[src/rtl/tea_pkg.sv]
`default_nettype none
// tea_pkg: shared constants, block type, serializer states and byte-lane mapping for the TEA feeder.
// Byte order is selected by TEA_FEEDER_BE_EN (defined: big-endian, undefined: little-endian).
package tea_pkg;
   localparam logic [31:0] DELTA_CONST = 32'h9E3779B9;
   localparam int          CYCLE_NUM   = 32;
   localparam int          TEA_LAT     = 33;

   typedef struct packed {
      logic [31:0] v0;
      logic [31:0] v1;
   } tea_block_t;

   typedef enum logic [0:0] {
      S_IDLE = 1'b0,
      S_SEND = 1'b1
   } ser_state_t;

   // LSB position of stream byte idx inside a packed tea_block_t ({v0, v1}).
   function automatic logic [5:0] byte_lsb(input logic [2:0] idx);
`ifdef TEA_FEEDER_BE_EN
      return 6'd56 - {idx, 3'b000};
`else
      return idx[2] ? {1'b0, idx[1:0], 3'b000} : {1'b1, idx[1:0], 3'b000};
`endif
   endfunction
endpackage
`default_nettype wire

[src/rtl/tea_byte_serializer.sv]
`default_nettype none
// tea_byte_serializer: pops one result word when idle and streams it out byte by byte,
// returning a credit on the final byte handshake. Byte order follows TEA_FEEDER_BE_EN.
module tea_byte_serializer
   import tea_pkg::*;
(
   input  logic       clk,
   input  logic       nrst,
   input  tea_block_t word_i,
   input  logic       empty_i,
   output logic       pop_o,
   output logic [7:0] byte_o,
   output logic       valid_o,
   input  logic       ready_i,
   output logic       credit_o,
   output logic       active_o
);
   ser_state_t state_q;
   logic [2:0] idx_q;
   tea_block_t word_q;

   assign valid_o  = (state_q == S_SEND);
   assign active_o = valid_o;
   assign pop_o    = (state_q == S_IDLE) && !empty_i;
   assign byte_o   = valid_o ? word_q[byte_lsb(idx_q) +: 8] : 8'h00;
   assign credit_o = valid_o && ready_i && (idx_q == 3'd7);

   always_ff @(posedge clk or negedge nrst) begin
      if (!nrst) begin
         state_q <= S_IDLE;
         idx_q   <= 3'd0;
         word_q  <= '0;
      end else begin
         case (state_q)
            S_IDLE: begin
               if (!empty_i) begin
                  word_q  <= word_i;
                  idx_q   <= 3'd0;
                  state_q <= S_SEND;
               end
            end
            S_SEND: begin
               if (ready_i) begin
                  idx_q <= idx_q + 3'd1;
                  if (idx_q == 3'd7) begin
                     state_q <= S_IDLE;
                  end
               end
            end
            default: state_q <= S_IDLE;
         endcase
      end
   end
endmodule
`default_nettype wire

[src/rtl/tea_stream_feeder.sv]
`default_nettype none
// tea_stream_feeder: packs bytes into 64-bit blocks for the free-running TEA core, tracks them
// through the core latency and streams credit-protected results back out. Byte order: TEA_FEEDER_BE_EN.
module tea_stream_feeder #(
   parameter int TEA_LAT    = tea_pkg::TEA_LAT,
   parameter int FIFO_DEPTH = 4
) (
   input  logic        clk,
   input  logic        nrst,
   input  logic [7:0]  in_byte,
   input  logic        in_valid,
   output logic        in_ready,
   output logic [7:0]  out_byte,
   output logic        out_valid,
   input  logic        out_ready,
   output logic [31:0] tea_v0_in,
   output logic [31:0] tea_v1_in,
   input  logic [31:0] tea_v0_out,
   input  logic [31:0] tea_v1_out,
   output logic        busy
);
   import tea_pkg::*;

   localparam int CNT_W = $clog2(FIFO_DEPTH + 1);
   localparam int PTR_W = (FIFO_DEPTH > 1) ? $clog2(FIFO_DEPTH) : 1;
   localparam logic [CNT_W-1:0] c_depth    = CNT_W'(FIFO_DEPTH);
   localparam logic [PTR_W-1:0] c_last_ptr = PTR_W'(FIFO_DEPTH - 1);

   logic [2:0]         bcnt_q;
   logic               complete_q;
   logic [63:0]        pack_q;
   tea_block_t         v_in_q;
   logic               issued_q;
   logic [TEA_LAT-1:0] dly_q;
   logic [CNT_W-1:0]   credits_q;
   tea_block_t         mem_q [FIFO_DEPTH];
   logic [PTR_W-1:0]   wr_ptr_q;
   logic [PTR_W-1:0]   rd_ptr_q;
   logic [CNT_W-1:0]   cnt_q;

   logic w_accept;
   logic w_issue;
   logic w_fifo_wr;
   logic w_fifo_rd;
   logic w_credit;
   logic w_ser_active;

   assign in_ready  = !complete_q;
   assign w_accept  = in_valid && !complete_q;
   assign w_issue   = complete_q && (credits_q != '0);
   assign w_fifo_wr = dly_q[TEA_LAT-1];
   assign tea_v0_in = v_in_q.v0;
   assign tea_v1_in = v_in_q.v1;
   assign busy      = (bcnt_q != 3'd0) || complete_q || issued_q || (|dly_q)
                      || (cnt_q != '0) || w_ser_active;

   always_ff @(posedge clk or negedge nrst) begin
      if (!nrst) begin
         bcnt_q     <= 3'd0;
         complete_q <= 1'b0;
         pack_q     <= '0;
      end else if (w_accept) begin
         pack_q[byte_lsb(bcnt_q) +: 8] <= in_byte;
         bcnt_q <= bcnt_q + 3'd1;
         if (bcnt_q == 3'd7) begin
            complete_q <= 1'b1;
         end
      end else if (w_issue) begin
         complete_q <= 1'b0;
      end
   end

   // issued_q marks a live block on tea_v*_in; dly_q then ages it to the core output.
   always_ff @(posedge clk or negedge nrst) begin
      if (!nrst) begin
         v_in_q    <= '0;
         issued_q  <= 1'b0;
         dly_q     <= '0;
         credits_q <= c_depth;
      end else begin
         if (w_issue) begin
            v_in_q <= tea_block_t'(pack_q);
         end else begin
            v_in_q <= '0;
         end
         issued_q  <= w_issue;
         dly_q     <= {dly_q[TEA_LAT-2:0], issued_q};
         credits_q <= credits_q - CNT_W'(w_issue) + CNT_W'(w_credit);
      end
   end

   always_ff @(posedge clk or negedge nrst) begin
      if (!nrst) begin
         for (int i = 0; i < FIFO_DEPTH; i++) begin
            mem_q[i] <= '0;
         end
         wr_ptr_q <= '0;
         rd_ptr_q <= '0;
         cnt_q    <= '0;
      end else begin
         if (w_fifo_wr) begin
            mem_q[wr_ptr_q] <= {tea_v0_out, tea_v1_out};
            wr_ptr_q <= (wr_ptr_q == c_last_ptr) ? '0 : wr_ptr_q + PTR_W'(1);
         end
         if (w_fifo_rd) begin
            rd_ptr_q <= (rd_ptr_q == c_last_ptr) ? '0 : rd_ptr_q + PTR_W'(1);
         end
         cnt_q <= cnt_q + CNT_W'(w_fifo_wr) - CNT_W'(w_fifo_rd);
      end
   end

   fifo_no_overflow: assert property (@(posedge clk) disable iff (!nrst)
      !(w_fifo_wr && (cnt_q == c_depth)));
   credit_in_range: assert property (@(posedge clk) disable iff (!nrst)
      !(w_credit && !w_issue && (credits_q == c_depth)));

   tea_byte_serializer u_ser (
      .clk      (clk),
      .nrst     (nrst),
      .word_i   (mem_q[rd_ptr_q]),
      .empty_i  (cnt_q == '0),
      .pop_o    (w_fifo_rd),
      .byte_o   (out_byte),
      .valid_o  (out_valid),
      .ready_i  (out_ready),
      .credit_o (w_credit),
      .active_o (w_ser_active)
   );
endmodule
`default_nettype wire

[config.mk]
export PLATFORM = sky130hd
export DESIGN_NAME = tea_stream_feeder
export DESIGN_NICKNAME = d
export VERILOG_FILES = /design/src/rtl/tea_pkg.sv /design/src/rtl/tea_byte_serializer.sv /design/src/rtl/tea_stream_feeder.sv
export SDC_FILE = /design/constraint.sdc
export NUM_CORES = 1
export LEC_CHECK = 0
export ABC_AREA = 1
export BUFFER_PORTS_ARGS = -buffer_cell sky130_fd_sc_hd__clkbuf_2
export CORE_MARGIN = 2
export CORE_UTILIZATION = 50
export DETAILED_ROUTE_END_ITERATION = 10
export HOLD_SLACK_MARGIN = 0.12
export PLACE_DENSITY = 0.77
export SLEW_MARGIN = 20
export SYNTH_ARGS = -nofsm -noshare
export SYNTH_HDL_FRONTEND = slang
export SYNTH_SLANG_ARGS = --single-unit
[constraint.sdc]
create_clock -name clk -period 2.7 [get_ports clk]
set_input_delay 0 -clock clk [delete_from_list [all_inputs] [get_ports clk]]
set_output_delay 0 -clock clk [all_outputs]
set_load 0.02 [all_outputs]
## Word level (Yosys, flattened, before mapping)

Cells that the tools add are included.

| storage, ports and cells | value |
|---|---|
| bits in registers | 500 |
| output and inout port bits | 75 |

| cells by class | value |
|---|---|
| add/sub/neg operators | 9 |
| $lt $le $gt $ge | 3 |
| equal/unequal tests | 7 |
| shifts and indexed selects | 3 |
| muxes and demuxes | 23 |
| bitwise operators | 4 |
| reductions and logical operators | 22 |

Operators with widths:

| cell | count |
|---|---|
| $bwmux W256 | 1 |
| $mux W64 | 4 |
| $bmux W64 S2 | 1 |
| $demux W64 S2 | 1 |
| $bwmux W64 | 1 |
| $shift A8 B8 Y64 const A | 1 |
| $shiftx A64 B7 Y8 | 1 |
| $shiftx A8 B8 Y64 | 1 |
| $reduce_or A33 Y1 | 1 |
| $mux W6 | 2 |
| $reduce_bool A3 Y1 | 3 |
| $mux W8 | 1 |
| $neg A6 Y8 | 1 |
| $add A3 B1 Y3 | 2 |
| $add A3 B1 Y3 const B | 2 |
| $eq A3 B3 Y1 const B | 2 |
| $ge A3 B3 Y1 const B | 2 |
| $logic_and A1 B1 Y1 | 6 |
| $mux W1 | 6 |
| $mux W3 | 2 |
| $not A2 Y3 | 2 |
| $pmux W3 S2 | 1 |
| $reduce_and A2 Y1 | 3 |
| $sub A3 B1 Y3 | 2 |
| 12 further kinds | 22 |

## Longest topological paths before layout

| depth | value |
|---|---|
| word-level depth | 6 |
| gate-level depth with buffers | 11 |
| depth with buffers taken out | 9 |

## By module

A second synthesis with hierarchy kept.

| unflattened totals | value |
|---|---|
| cell total of the unflattened synthesis | 2,365 |
| area, all modules | 21,415.5 sq um |

By module, submodules not included:

| module | instances | cells an instance | area an instance (sq um) | seq. area each (sq um) |
|---|---|---|---|---|
| tea_stream_feeder | 1 | 1,923 | 17,785.8 | 10,811.6 |
| tea_byte_serializer | 1 | 442 | 3,629.7 | 1,701.6 |

## Worst setup path after synthesis

OpenSTA, ideal clock, no wires.

| timing | value |
|---|---|
| path type | reg2reg |
| start | register u_ser.state_q (netlist: u_ser.active_o) |
| end | register cnt_q[2] |
| setup time | 0.129 ns |
| arrival | 2.051 ns |
| data required time | 2.571 ns |
| path slack | 0.520 ns |
| stages on the path, launching flop included | 11 |
| buffers on the path | 2 |
| period minus slack after synthesis | 2.180 ns |
| path through | dfrtp_1 buf_4 inv_1 nand2_1 inv_2 clkbuf_1 ha_1 inv_1 ha_1 fa_1 xor2_1 |

| on the way | value |
|---|---|
| cells in the longest elaborated chain, start to end | 3 |

RTL lines:

| item | RTL line | text |
|---|---|---|
| start: declaration | tea_byte_serializer.sv:18 | `ser_state_t state_q;` |
| start signal: assignment | tea_byte_serializer.sv:30 | `state_q <= S_IDLE;` |
| start signal: assignment | tea_byte_serializer.sv:39 | `state_q <= S_SEND;` |
| start signal: assignment | tea_byte_serializer.sv:46 | `state_q <= S_IDLE;` |
| $not A1 Y1 (no source line) | -- |  |
| $logic_and A1 B1 Y1 | tea_byte_serializer.sv:24 | `assign pop_o = (state_q == S_IDLE) && !empty_i;` |
| named net u_ser.pop_o | tea_byte_serializer.sv:11 | `output logic pop_o,` |
| $sub A3 B1 Y3 | tea_stream_feeder.sv:108 | `cnt_q <= cnt_q + CNT_W'(w_fifo_wr) - CNT_W'(w_fifo_rd);` |
| end signal: assignment | tea_stream_feeder.sv:108 |  |
| end: declaration | tea_stream_feeder.sv:39 | `logic [CNT_W-1:0] cnt_q;` |

The timed path passes the listed nets, and every way through them passes these cells.
A chain may end at the register's enable or synchronous reset.

## Worst setup path in the final report

| timing | value |
|---|---|
| start | register u_ser.idx_q[0] |
| end | output port out_byte[5] |

| on the way | value |
|---|---|
| cells in the longest elaborated chain, start to end | 3 |

RTL lines:

| item | RTL line | text |
|---|---|---|
| start: declaration | tea_byte_serializer.sv:19 | `logic [2:0] idx_q;` |
| start signal: assignment | tea_byte_serializer.sv:44 | `idx_q <= idx_q + 3'd1;` |
| $mux W6 | tea_pkg.sv:24 | `return idx[2] ? {1'b0, idx[1:0], 3'b000} : {1'b1, idx[1:0], 3'b000};` |
| $shiftx A64 B7 Y8 | tea_byte_serializer.sv:25 | `assign byte_o = valid_o ? word_q[byte_lsb(idx_q) +: 8] : 8'h00;` |
| $mux W8 | tea_byte_serializer.sv:25 |  |
| end: declaration | tea_stream_feeder.sv:13 | `output logic [7:0] out_byte,` |

Every way passes these cells.

==> reports/qor.csv <==
metric;value;unit
status;complete, no violations;
Initial Util;50.82;%
final slew viol count;0;
Critical Path RT;2.70;ns
top cell type's share of synthesized area;58.45;%
IO buf count;150;
io pins;151;
Post-Synthesis Cell Area;0.02136;sq mm
sw frac;35.21;%
clock sink total;500;
worst hold-check path type;input port to flip-flop;
layout net count;2782;
clk_skew;0.02280;ns
Overflow after GRT;0;
Die Ht;210.7;um
Multi-input gate area;0.007373;sq mm
Cell Rows;75;
crit path kind;flip-flop to output pin;
Top FF cell, synth;dfrtp_1;
final wirelength;50980;um
number of cells produced by synthesis;2521;
multiplexer area fraction after synthesis;0;%
critical path's largest stage delay;0.35;ns
power density cells;1009;mW/mm^2
ys async rst share;100.0;%
fraction of layout instances using a drive strength above 1;11.59;%
Layout area overhead;17.54;%
mean post-synth cell area;8.474;sq um
Post-CTS Repair Setup Buffers;0;
XOR/XNOR share of the synthesized area;0.2050;%
synth warn;0;
Detail Route Antenna Nets;0;
ratio of final minimum period to clock period;87.58;%
Slew @ Worst Pin;0.8475;ns
largest family of logic cells by synthesized area;simple AND/OR/NAND/NOR gates;
Max H-tree Level;2;
Synth Area in Compound Gates;10.64;%
syn nets;2617;
initial antenna violation count;2;
crit-path max FO;34;
Max VDD drop;0.0006067;V
Max-Cap Viols;0;
internal power;0.01641;W
WL per Instance;15.61;um
GR Layer Usage met3;4.743;%
residual DRC count;0;
synth cell count leaders;nand2_1 (715), dfrtp_1 (499), o21ai_0 (386);
post-synthesis sequential area ratio;58.57;%
fmax;0.4229;GHz
Worst path slowest cell;dfrtp_1;
Sequential Power Share;42.3;%
drt via density;5.190;
die width;210.7;um
clk root buf;clkbuf_16;
final number of setup-violating endpoints;0;
Global Route met1 Usage;31.32;%
Period minus WS final;2.365;ns
Logic pwr share;28.5;%
Fin. Hold Viols;0;
fillers;3548;
DRT iter0 DRCs;1457;
total CTS buffers;51;
first-pass GRT wire length;85380;um
vias in the first global route;17200;
Worst Setup Start Kind;flip-flop;
CTS resizes;0;
dpl hpwl;31690;um
core area;0.04204;sq mm
Most Crowded Layer GR;met2;
largest net degree at the start of global routing;131;
Slew headroom;43.29;%
Routability Congestion;0.8904;
clock power share;29.3;%
WP data arrival;2.36;ns
FF+latch area;0.01252;sq mm
RSZ-0062 raised after global routing;no;
Setup crit end kind;output pin;
Psw;0.008917;W
GRT Util Overall;23.65;%
Cell variety after synth;34;
hold-fix buffers at CTS;76;
post-synthesis simple-gate area fraction;22.27;%
die area;0.04439;sq mm
Synth area leaders;dfrtp_1 (58%), nand2_1 (13%), o21ai_0 (9.0%);
Clock Latency Late Sink;0.60;ns
DR pass1 iterations;5;
Seq cells post-synth;500;
Leak;12.81;nW
met2 Resource Use GR;39.26;%
crit-path cells;buf_4 -> clkinv_1 -> buf_4 -> nand2_1 -> nand3_1 -> nand2_1 -> nor2_1 -> nor2_1 -> clkbuf_2;
most common cell in the netlist;nand2_1;
total power;0.02533;W
Reg clk slew, reported paths;0.06;ns
Sum Neg Setup Slack;0;ns
cell taking the most area after synthesis;dfrtp_1;
number of flops mapped to enable cells by yosys;0;
Via Count;16960;
post-synthesis adder-cell area fraction;1.242;%
CTS tree;done;
Clock Path Buffers;3;
## metrics by stage
| step | util (%) | worst slack (ns) | cells | hold slack [ns] | area [sq um] |
|---|---|---|---|---|---|
| after floorplan | - | 0.5205 | 2521 | -0.2956 | 21360 |
| after global placement | 53.67 | 0.6255 | 3096 | 0.04942 | 22560 |
| after detailed placement | 53.67 | 0.4838 | 3096 | 0.05475 | 22560 |
| after CTS | 59.71 | 0.3253 | 3265 | 0.2228 | 25100 |
| after global routing | 59.73 | 0.1289 | 3267 | 0.2586 | 25110 |
| final | 59.73 | 0.3353 | 3267 | 0.2510 | 25110 |
## critical path, delay by kind of cell (launching register included)
kind,cells,cell delay (ns)
buffers and inverters,4,0.92
DFF,1,0.35
and+or+nand+nor,5,0.48
## final timing paths
path	startpoint	cells after the start	slack (ns)	to
worst max-delay path	u_ser.idx_q[0]$_DFFE_PN0P_	9	0.34	out_byte[5]
worst min-delay path	tea_v1_out[0]	4	0.25	mem_q[192]$_DFFE_PN0P_
worst max register to register	bcnt_q[1]$_DFFE_PN0P_	6	0.42	pack_q[30]$_DFFE_PN0P_
worst min register to register	dly_q[20]$_DFF_PN0_	0	0.37	dly_q[21]$_DFF_PN0_
max in group asynchronous	nrst	4	1.26	tea_v0_in[7]$_DFF_PN0_
min in group asynchronous	nrst	3	0.54	mem_q[9]$_DFFE_PN0P_
## registers in the layout (all words and copies together), names as in the netlist
signal and cells:
tea_v1_in 32, mem_q 256, wr_ptr_q 2, u_ser.word_q 64
bcnt_q 3, pack_q 64, u_ser.idx_q 3, credits_q 3
issued_q 1, cnt_q 3, tea_v0_in 32, rd_ptr_q 2
complete_q 1, u_ser.active_o 1, dly_q 33
## metal layers
metal,vias to the layer above,wire length (um)
li1,8164,-
met1,8162,22020
met2,537,24430
met3,94,3324
met4,0,1209
met5,-,0
## power by group through the flow
stage / clock, W / combinational (W) / sequential, W
floorplan: 0 / 0.00528 / 0.0104
global placement: 0 / 0.00683 / 0.0107
detailed placement: 0 / 0.00708 / 0.0108
CTS: 0.00754 / 0.00723 / 0.0107
global route: 0.00785 / 0.00826 / 0.0109
finish: 0.00742 / 0.00721 / 0.0107
## cells in the final DEF (no fill, tap or decap), types with 2 or more instances in the layout
| cell type | Yosys | layout |
|---|---|---|
| nand2_2 | 2 | 4 |
| clkbuf_8 | 0 | 9 |
| nand4_1 | 8 | 8 |
| inv_1 | 217 | 216 |
| dfrtp_1 | 499 | 497 |
| clkbuf_2 | 0 | 149 |
| o21ai_1 | 40 | 40 |
| ha_1 | 18 | 18 |
| nand2_4 | 1 | 5 |
| nor2_4 | 4 | 4 |
| clkbuf_16 | 0 | 52 |
| nand3_4 | 4 | 4 |
| buf_4 | 3 | 19 |
| diode_2 | 0 | 2 |
| inv_2 | 4 | 5 |
| o21ai_0 | 386 | 386 |
| bufinv_16 | 0 | 7 |
| xnor2_1 | 2 | 2 |
| and2_1 | 5 | 5 |
| nor2_1 | 364 | 364 |
| nand2_1 | 715 | 709 |
| buf_12 | 1 | 12 |
| nand4_4 | 3 | 3 |
| fa_1 | 2 | 2 |
| o21ai_2 | 16 | 16 |
| clkinv_2 | 0 | 12 |
| inv_6 | 1 | 2 |
| xor2_1 | 3 | 3 |
| nand3_1 | 74 | 74 |
| clkinvlp_4 | 0 | 2 |
| clkinv_1 | 2 | 2 |
| clkbuf_1 | 82 | 7 |
| dlygate4sd3_1 | 0 | 76 |
## kinds of logic after synthesis
| logic type | after synthesis |
|---|---|
| simple gates | 1184 |
| fa+ha+maj | 20 |
| flops | 500 |
| buf+inv | 370 |
| xor+xnor | 5 |
| compound gates | 442 |
## area by class of cell
cell class / count / share of cell area (%)
Inverter: 225 / 3.393
Multi-Input combinational cell: 1651 / 29.37
Timing Repair Buffer: 257 / 7.584
Clock buffer: 68 / 5.780
Tap cell: 539 / 2.686
Sequential cell: 500 / 49.86
Clock inverter: 25 / 1.316
Antenna cell: 2 / 0.01993
(Power assumes the default switching activity.)
